===== config.mk =====
export PLATFORM = sky130hd
export DESIGN_NAME = sp_core
export DESIGN_NICKNAME = d
export VERILOG_FILES = /design/src/rtl/sp_core.sv
export SDC_FILE = /design/constraint.sdc
export NUM_CORES = 2
export LEC_CHECK = 0
export ABC_CLOCK_PERIOD_IN_PS = 7100
export CAP_MARGIN = 20
export CORE_ASPECT_RATIO = 0.8
export CORE_MARGIN = 2
export CORE_UTILIZATION = 35
export CTS_CLUSTER_DIAMETER = 120
export DETAILED_ROUTE_END_ITERATION = 12
export GPL_TIMING_DRIVEN = 0
export PLACE_DENSITY = 0.62
export SLEW_MARGIN = 10
export SYNTH_ARGS = -nofsm -noshare
export SYNTH_HDL_FRONTEND = slang
export SYNTH_SLANG_ARGS = --single-unit

===== constraint.sdc =====
create_clock -name clk -period 7.1 [get_ports clk]
set_input_delay 1.065 -clock clk [delete_from_list [all_inputs] [get_ports clk]]
set_output_delay 1.065 -clock clk [all_outputs]
set_load 0.005 [all_outputs]

===== src/rtl/sp_core.sv =====
// sp_core: single-issue 3-stage (IF / EX / WB) core with full WB->EX forwarding and no stalls.
// Optional macro SP_ADDR_CHECK_EN adds a sticky addr_err output for out-of-range lw/sw addresses.
module sp_core #(
  parameter int ADDR_W = 12,
  parameter int DATA_W = 32
) (
  input  logic              clk,
  input  logic              rst,
  input  logic              in_valid,
  output logic              out_valid,
  output logic [ADDR_W-1:0] inst_addr,
  input  logic [DATA_W-1:0] inst_rdata,
  output logic              mem_wen,
  output logic [ADDR_W-1:0] mem_addr,
  output logic [DATA_W-1:0] mem_wdata,
  input  logic [DATA_W-1:0] mem_rdata
`ifdef SP_ADDR_CHECK_EN
  ,
  output logic              addr_err
`endif
);

  logic [DATA_W-1:0] r [0:31];

  logic [ADDR_W-1:0] pc_q, pc_d;
  logic              ex_v_q, ex_v_d;
  logic              wb_v_q, wb_v_d;
  logic              wb_we_q, wb_we_d;
  logic              wb_ld_q, wb_ld_d;
  logic [4:0]        wb_dest_q, wb_dest_d;
  logic [DATA_W-1:0] wb_alu_q, wb_alu_d;
  logic              out_valid_q, out_valid_d;

  logic [5:0]        op, func;
  logic [4:0]        rs, rt, rd, shamt;
  logic [15:0]       imm;
  logic [DATA_W-1:0] imm_s, imm_z;
  logic [DATA_W-1:0] wb_val, op_a, op_b, alu;
  logic [ADDR_W-1:0] ea_lo;
  logic              dec_we, dec_ld, dec_st;
  logic [4:0]        dec_dest;

  assign op    = inst_rdata[31:26];
  assign rs    = inst_rdata[25:21];
  assign rt    = inst_rdata[20:16];
  assign rd    = inst_rdata[15:11];
  assign shamt = inst_rdata[10:6];
  assign func  = inst_rdata[5:0];
  assign imm   = inst_rdata[15:0];
  assign imm_s = {{(DATA_W-16){imm[15]}}, imm};
  assign imm_z = {{(DATA_W-16){1'b0}}, imm};

  // The WB value (ALU result or returning load data) bypasses the register file.
  assign wb_val = wb_ld_q ? mem_rdata : wb_alu_q;
  assign op_a   = (wb_v_q && wb_we_q && (wb_dest_q == rs)) ? wb_val : r[rs];
  assign op_b   = (wb_v_q && wb_we_q && (wb_dest_q == rt)) ? wb_val : r[rt];
  assign ea_lo  = op_a[ADDR_W-1:0] + imm_s[ADDR_W-1:0];

  always_comb begin
    dec_we   = 1'b0;
    dec_ld   = 1'b0;
    dec_st   = 1'b0;
    dec_dest = rt;
    alu      = '0;
    case (op)
      6'd0: begin
        dec_dest = rd;
        dec_we   = 1'b1;
        case (func)
          6'd0:    alu = op_a & op_b;
          6'd1:    alu = op_a | op_b;
          6'd2:    alu = op_a + op_b;
          6'd3:    alu = op_a - op_b;
          6'd4:    alu = {{(DATA_W-1){1'b0}}, ($signed(op_a) < $signed(op_b))};
          6'd5:    alu = op_a << shamt;
          6'd6:    alu = ~(op_a | op_b);
          default: dec_we = 1'b0;
        endcase
      end
      6'd1: begin alu = op_a & imm_z; dec_we = 1'b1; end
      6'd2: begin alu = op_a | imm_z; dec_we = 1'b1; end
      6'd3: begin alu = op_a + imm_s; dec_we = 1'b1; end
      6'd4: begin alu = op_a - imm_s; dec_we = 1'b1; end
      6'd5: begin dec_ld = 1'b1; dec_we = 1'b1; end
      6'd6: dec_st = 1'b1;
      6'd9: begin alu = {imm, {(DATA_W-16){1'b0}}}; dec_we = 1'b1; end
      default: ;
    endcase
  end

  always_comb begin
    pc_d        = in_valid ? pc_q + ADDR_W'(1) : pc_q;
    ex_v_d      = in_valid;
    wb_v_d      = ex_v_q;
    wb_we_d     = ex_v_q & dec_we;
    wb_ld_d     = ex_v_q & dec_ld;
    wb_dest_d   = dec_dest;
    wb_alu_d    = alu;
    out_valid_d = wb_v_q;
  end

  // Store strobe is suppressed during reset so a flushed sw never lands.
  assign inst_addr = pc_q;
  assign out_valid = out_valid_q;
  assign mem_wen   = ex_v_q & dec_st & ~rst;
  assign mem_addr  = (ex_v_q & (dec_ld | dec_st)) ? ea_lo : '0;
  assign mem_wdata = (ex_v_q & dec_st) ? op_b : '0;

`ifdef SP_ADDR_CHECK_EN
  logic              addr_err_q, addr_err_d;
  logic [DATA_W-1:0] ea_full;
  assign ea_full = op_a + imm_s;
  // Any set bit above the word range means negative or >= 2^ADDR_W.
  assign addr_err_d = addr_err_q | (ex_v_q & (dec_ld | dec_st) & (|ea_full[DATA_W-1:ADDR_W]));
  assign addr_err   = addr_err_q;

  always_ff @(posedge clk) begin
    if (rst) addr_err_q <= 1'b0;
    else     addr_err_q <= addr_err_d;
  end
`endif

  always_ff @(posedge clk) begin
    if (rst) begin
      pc_q        <= '0;
      ex_v_q      <= 1'b0;
      wb_v_q      <= 1'b0;
      wb_we_q     <= 1'b0;
      wb_ld_q     <= 1'b0;
      wb_dest_q   <= '0;
      wb_alu_q    <= '0;
      out_valid_q <= 1'b0;
      for (int i = 0; i < 32; i++) r[i] <= '0;
    end else begin
      pc_q        <= pc_d;
      ex_v_q      <= ex_v_d;
      wb_v_q      <= wb_v_d;
      wb_we_q     <= wb_we_d;
      wb_ld_q     <= wb_ld_d;
      wb_dest_q   <= wb_dest_d;
      wb_alu_q    <= wb_alu_d;
      out_valid_q <= out_valid_d;
      if (wb_v_q && wb_we_q) r[wb_dest_q] <= wb_val;
    end
  end

endmodule


==> flow_summary.toml <==
[outcome]
outcome = "finished with violations"
violations = "negative setup slack"

[worst_hold_path]
min_delay_path_depth = 1
worst_hold_path_type = "flop to flop"

[worst_setup_path]
r2r_cells = 18
timing.setup.critical_path_class = "input port to flop"
worstPathArrival_ns = 8.03
critical_path.startpoint_type = "input port"
slowest_delay_ns = 0.60
critical_path_required_ns = 7.75
cp_slowest_cell = "sky130_fd_sc_hd__a221oi_2"
path_cells = "clkbuf_2 -> clkbuf_4 -> buf_2 -> buf_6 -> mux4_2 -> mux4_2 -> mux2i_2 -> nand2_1 -> o21ai_0 -> ha_1 -> a21oi_1 -> o31ai_1 -> a221oi_2 -> o211ai_1 -> buf_4 -> o2bb2ai_1 -> or3_1 -> o211ai_1 -> a21oi_1 -> xor2_1 -> a2111oi_0 -> nor2_1"
crit_end_element = "flop"
worst-path-max-fanout = 10

[global_routing]
grt_overflow = 0
wire_length_of_the_first_global_routing_pass_mm = 421
groute.usage.overall_pct = 32.1
via_count_of_the_first_global_routing_pass = 52013
antenna_found_initial = 13
largest_net_degree_at_the_start_of_global_routing = 33

[cts]
clkLatencyLatePin_ns = 0.80
cts-root-buf = "sky130_fd_sc_hd__clkbuf_16"
numClockSinks = 1078
cts_max_level = 3
cts.path.max_buffers = 3
tritoncts = "yes"
cts_hold_buf = 0
clkTransAtPathRegs_ns = 0.07
numCtsBuffers = 108

[placed_design]
placed_standard_cell_area_mm2 = 0.0707
dpl.hpwl_mm = 234
gp_routability_congestion = 1.02
port_buffers = 115

[routing]
route.antenna.remaining_nets = 0
wl_per_cell_um = 37.2
drt-initial-drc-count = 10333
avgViaCountPerCell = 6.63
drt-total-wl_mm = 312
number_of_iterations_in_the_first_detailed_routing_pass = 8
vias = 55728
remaining_drc_errors = 0

[logic_synthesis]
unique_masters_post_synth = 75
share_of_synthesized_cell_area_in_full_adder_half_adder_and_majority_cells_pct = 3.15
synth.net_count = 5779
synth.cell_area_mm2 = 0.0649
synth.area.mux_share_pct = 22.2
synth_top_family_by_area = "multiplexers"
ys_top_cells_by_area = "sky130_fd_sc_hd__edfxtp_1 (47%), sky130_fd_sc_hd__mux4_2 (14%), sky130_fd_sc_hd__mux2i_1 (7.9%), sky130_fd_sc_hd__nor2_1 (7.2%), sky130_fd_sc_hd__ha_1 (3.0%)"
synth_enable_flop_cells = 1024
synthXorXnorAreaFrac_pct = 0.998
postSynth.asyncResetShare_pct = 0
netlist.area_leader.share_pct = 47.4
ys_seq_elements = 1078
seq_area_frac_synth_pct = 49.0
fraction_of_the_mapped_netlist_area_in_compound_gates_pct = 9.75
synth_ff_type = "sky130_fd_sc_hd__edfxtp_1"
synth.largest_area_cell = "sky130_fd_sc_hd__edfxtp_1"
post_synthesis_cell_count = 5551
synthesis.area_per_instance_um2 = 11.7
synth-simple-area-share_pct = 10.8
synth.top_cells.by_count = "sky130_fd_sc_hd__nor2_1 (1252), sky130_fd_sc_hd__edfxtp_1 (1024), sky130_fd_sc_hd__mux2i_1 (515), sky130_fd_sc_hd__mux4_2 (403), sky130_fd_sc_hd__clkbuf_1 (373)"
yosys.cell_count.top_type = "sky130_fd_sc_hd__nor2_1"
yosys_warnings = 0

[floorplanning]
initial_core_utilization_pct = 35.2
die_x_um = 486
rows = 141
floorplan.io_pins = 125
die_area_mm2 = 0.189
core_area_mm2 = 0.185
die_height_um = 389

[timing]
slew-limit-headroom_pct = 9.95
setup_repair_after_global_routing_missed_its_margin = "true"
maxSlewViolCount = 0
hold_ws_ns = 0.486
final.min_clock_period_ns = 7.38
setup_viol_count_final = 6
clock-skew-final_ns = 0.0402
hold_viol_final = 0
timing.final.crit_share_pct = 104
setup_slack_ns = -0.279
maxClockFrequency_ghz = 0.136
fin_tns_setup_ns = -0.845
max_slew.worst_pin.slew_ns = 1.35

[job]
maxCapViolCount = 0

[finish]
filler_cell_count = 17462
multi_input_comb_area_mm2 = 0.0311
areaGrowthSynthToFinish_pct = 15.7
post-route-cell-area_mm2 = 0.0751
post_route_cells_drive_above_1_share_pct = 16.9
area.sequential_mm2 = 0.0318
fin_nets = 6111

[pwr]
powerDensity_mw_per_mm2 = 224
p_leak_nw = 26.6
vdd.ir_drop.worst_v = 0.000205
layout make-up:
class	count	area share, %
timing repair buffer	238	3.49
multi-input combinational	3816	41.5
buffer	497	3.31
clock inverter	48	0.615
tap	2431	4.05
inverter	144	0.725
antenna	9	0.0300
sequential	1078	42.4
clock buffer	142	3.93
worst paths after layout:
path                       end            from  slack [ns]
hold / removal       out_valid     out_valid_d        0.49
setup reg to reg  wb_alu_q[31]         wb_ld_q        0.03
setup / recovery  wb_alu_q[30]  inst_rdata[16]       -0.28
hold reg to reg      out_valid     out_valid_d        0.49
power breakdown:
part	internal [mW]	total [mW]	switching, mW
Sequential	7.13	7.24	0.106
Combinational	1.28	3.76	2.48
Clock	3.13	5.85	2.72
placed cells by master, fill, tap and decap left out, types with 32 or more instances in the layout:
| master | count |
|---|---|
| sky130_fd_sc_hd__a21o_1 | 37 |
| sky130_fd_sc_hd__a21oi_1 | 251 |
| sky130_fd_sc_hd__a221oi_1 | 42 |
| sky130_fd_sc_hd__a22oi_1 | 220 |
| sky130_fd_sc_hd__buf_2 | 48 |
| sky130_fd_sc_hd__buf_4 | 66 |
| sky130_fd_sc_hd__buf_6 | 46 |
| sky130_fd_sc_hd__clkbuf_1 | 341 |
| sky130_fd_sc_hd__clkbuf_16 | 111 |
| sky130_fd_sc_hd__clkbuf_2 | 36 |
| sky130_fd_sc_hd__clkbuf_4 | 32 |
| sky130_fd_sc_hd__clkdlybuf4s50_1 | 112 |
| sky130_fd_sc_hd__dfxtp_1 | 54 |
| sky130_fd_sc_hd__edfxtp_1 | 1024 |
| sky130_fd_sc_hd__ha_1 | 155 |
| sky130_fd_sc_hd__inv_1 | 140 |
| sky130_fd_sc_hd__mux2i_1 | 487 |
| sky130_fd_sc_hd__mux4_2 | 403 |
| sky130_fd_sc_hd__nand2_1 | 169 |
| sky130_fd_sc_hd__nor2_1 | 1250 |
| sky130_fd_sc_hd__nor3_1 | 44 |
| sky130_fd_sc_hd__o21ai_0 | 111 |
| sky130_fd_sc_hd__xnor2_1 | 48 |
routing by layer:
metal | GRT usage, % | vias up | share of wire, % | routed length [um]
li1 | - | 21584 | - | -
met3 | 15.3 | 861 | 18 | 57200
met1 | 44.2 | 27875 | 38 | 118000
met2 | 42.3 | 5400 | 39 | 120000
met5 | 0 | - | 0.031 | 96
met4 | 14.1 | 8 | 5.3 | 16600
sequential cells by signal, summed over array words and instances, names as in the netlist:
signal       flops
wb_ld_q          1
wb_alu_q        32
wb_we_q          1
ex_v_q           1
inst_addr       12
out_valid_d      1
r             1024
wb_dest_q        5
out_valid        1
through the flow:
stage | worst slack, ns | power (mW) | std cells | util [%]
2_1_floorplan | 0.482 | 9.37 | 5551 | -
3_3_place_gp | -3.76 | 10.7 | 8097 | 37.5
3_5_place_dp | -3.02 | 10.8 | 8203 | 38.3
4_1_cts | -0.0961 | 16.5 | 8391 | 40.5
5_1_grt | -0.0772 | 17.1 | 8395 | 40.7
6_report | -0.279 | 16.9 | 8403 | 40.7
cell families (layout without fill, tap and decap cells):
family | after synthesis | count (layout)
xor gates and xnor gates | 74 | 74
AOI/OAI and AO/OA | 949 | 949
muxes | 932 | 932
and+or+nand+nor | 1700 | 1700
buffers and inverters | 657 | 1069
other | 0 | 9
adders and majority gates | 161 | 161
DFF | 1078 | 1078
timing repair:
action | CTS | global route
setup buffers | 3 | 4
setup endpoints to repair | 41 | 22
pin swaps | 3 | 5
gates resized for setup | 230 | 98
worst max-delay path: cells and delay by family:
kind                     cells  cell delay, ns
AND/OR/NAND/NOR              3            0.62
XOR/XNOR                     1            0.17
AO/OA/AOI/OAI                9            2.60
buffers and inverters        5            1.39
adder cells (fa/ha/maj)      1            0.48
multiplexers                 3            1.63
Power figures use the tool's default switching activity.
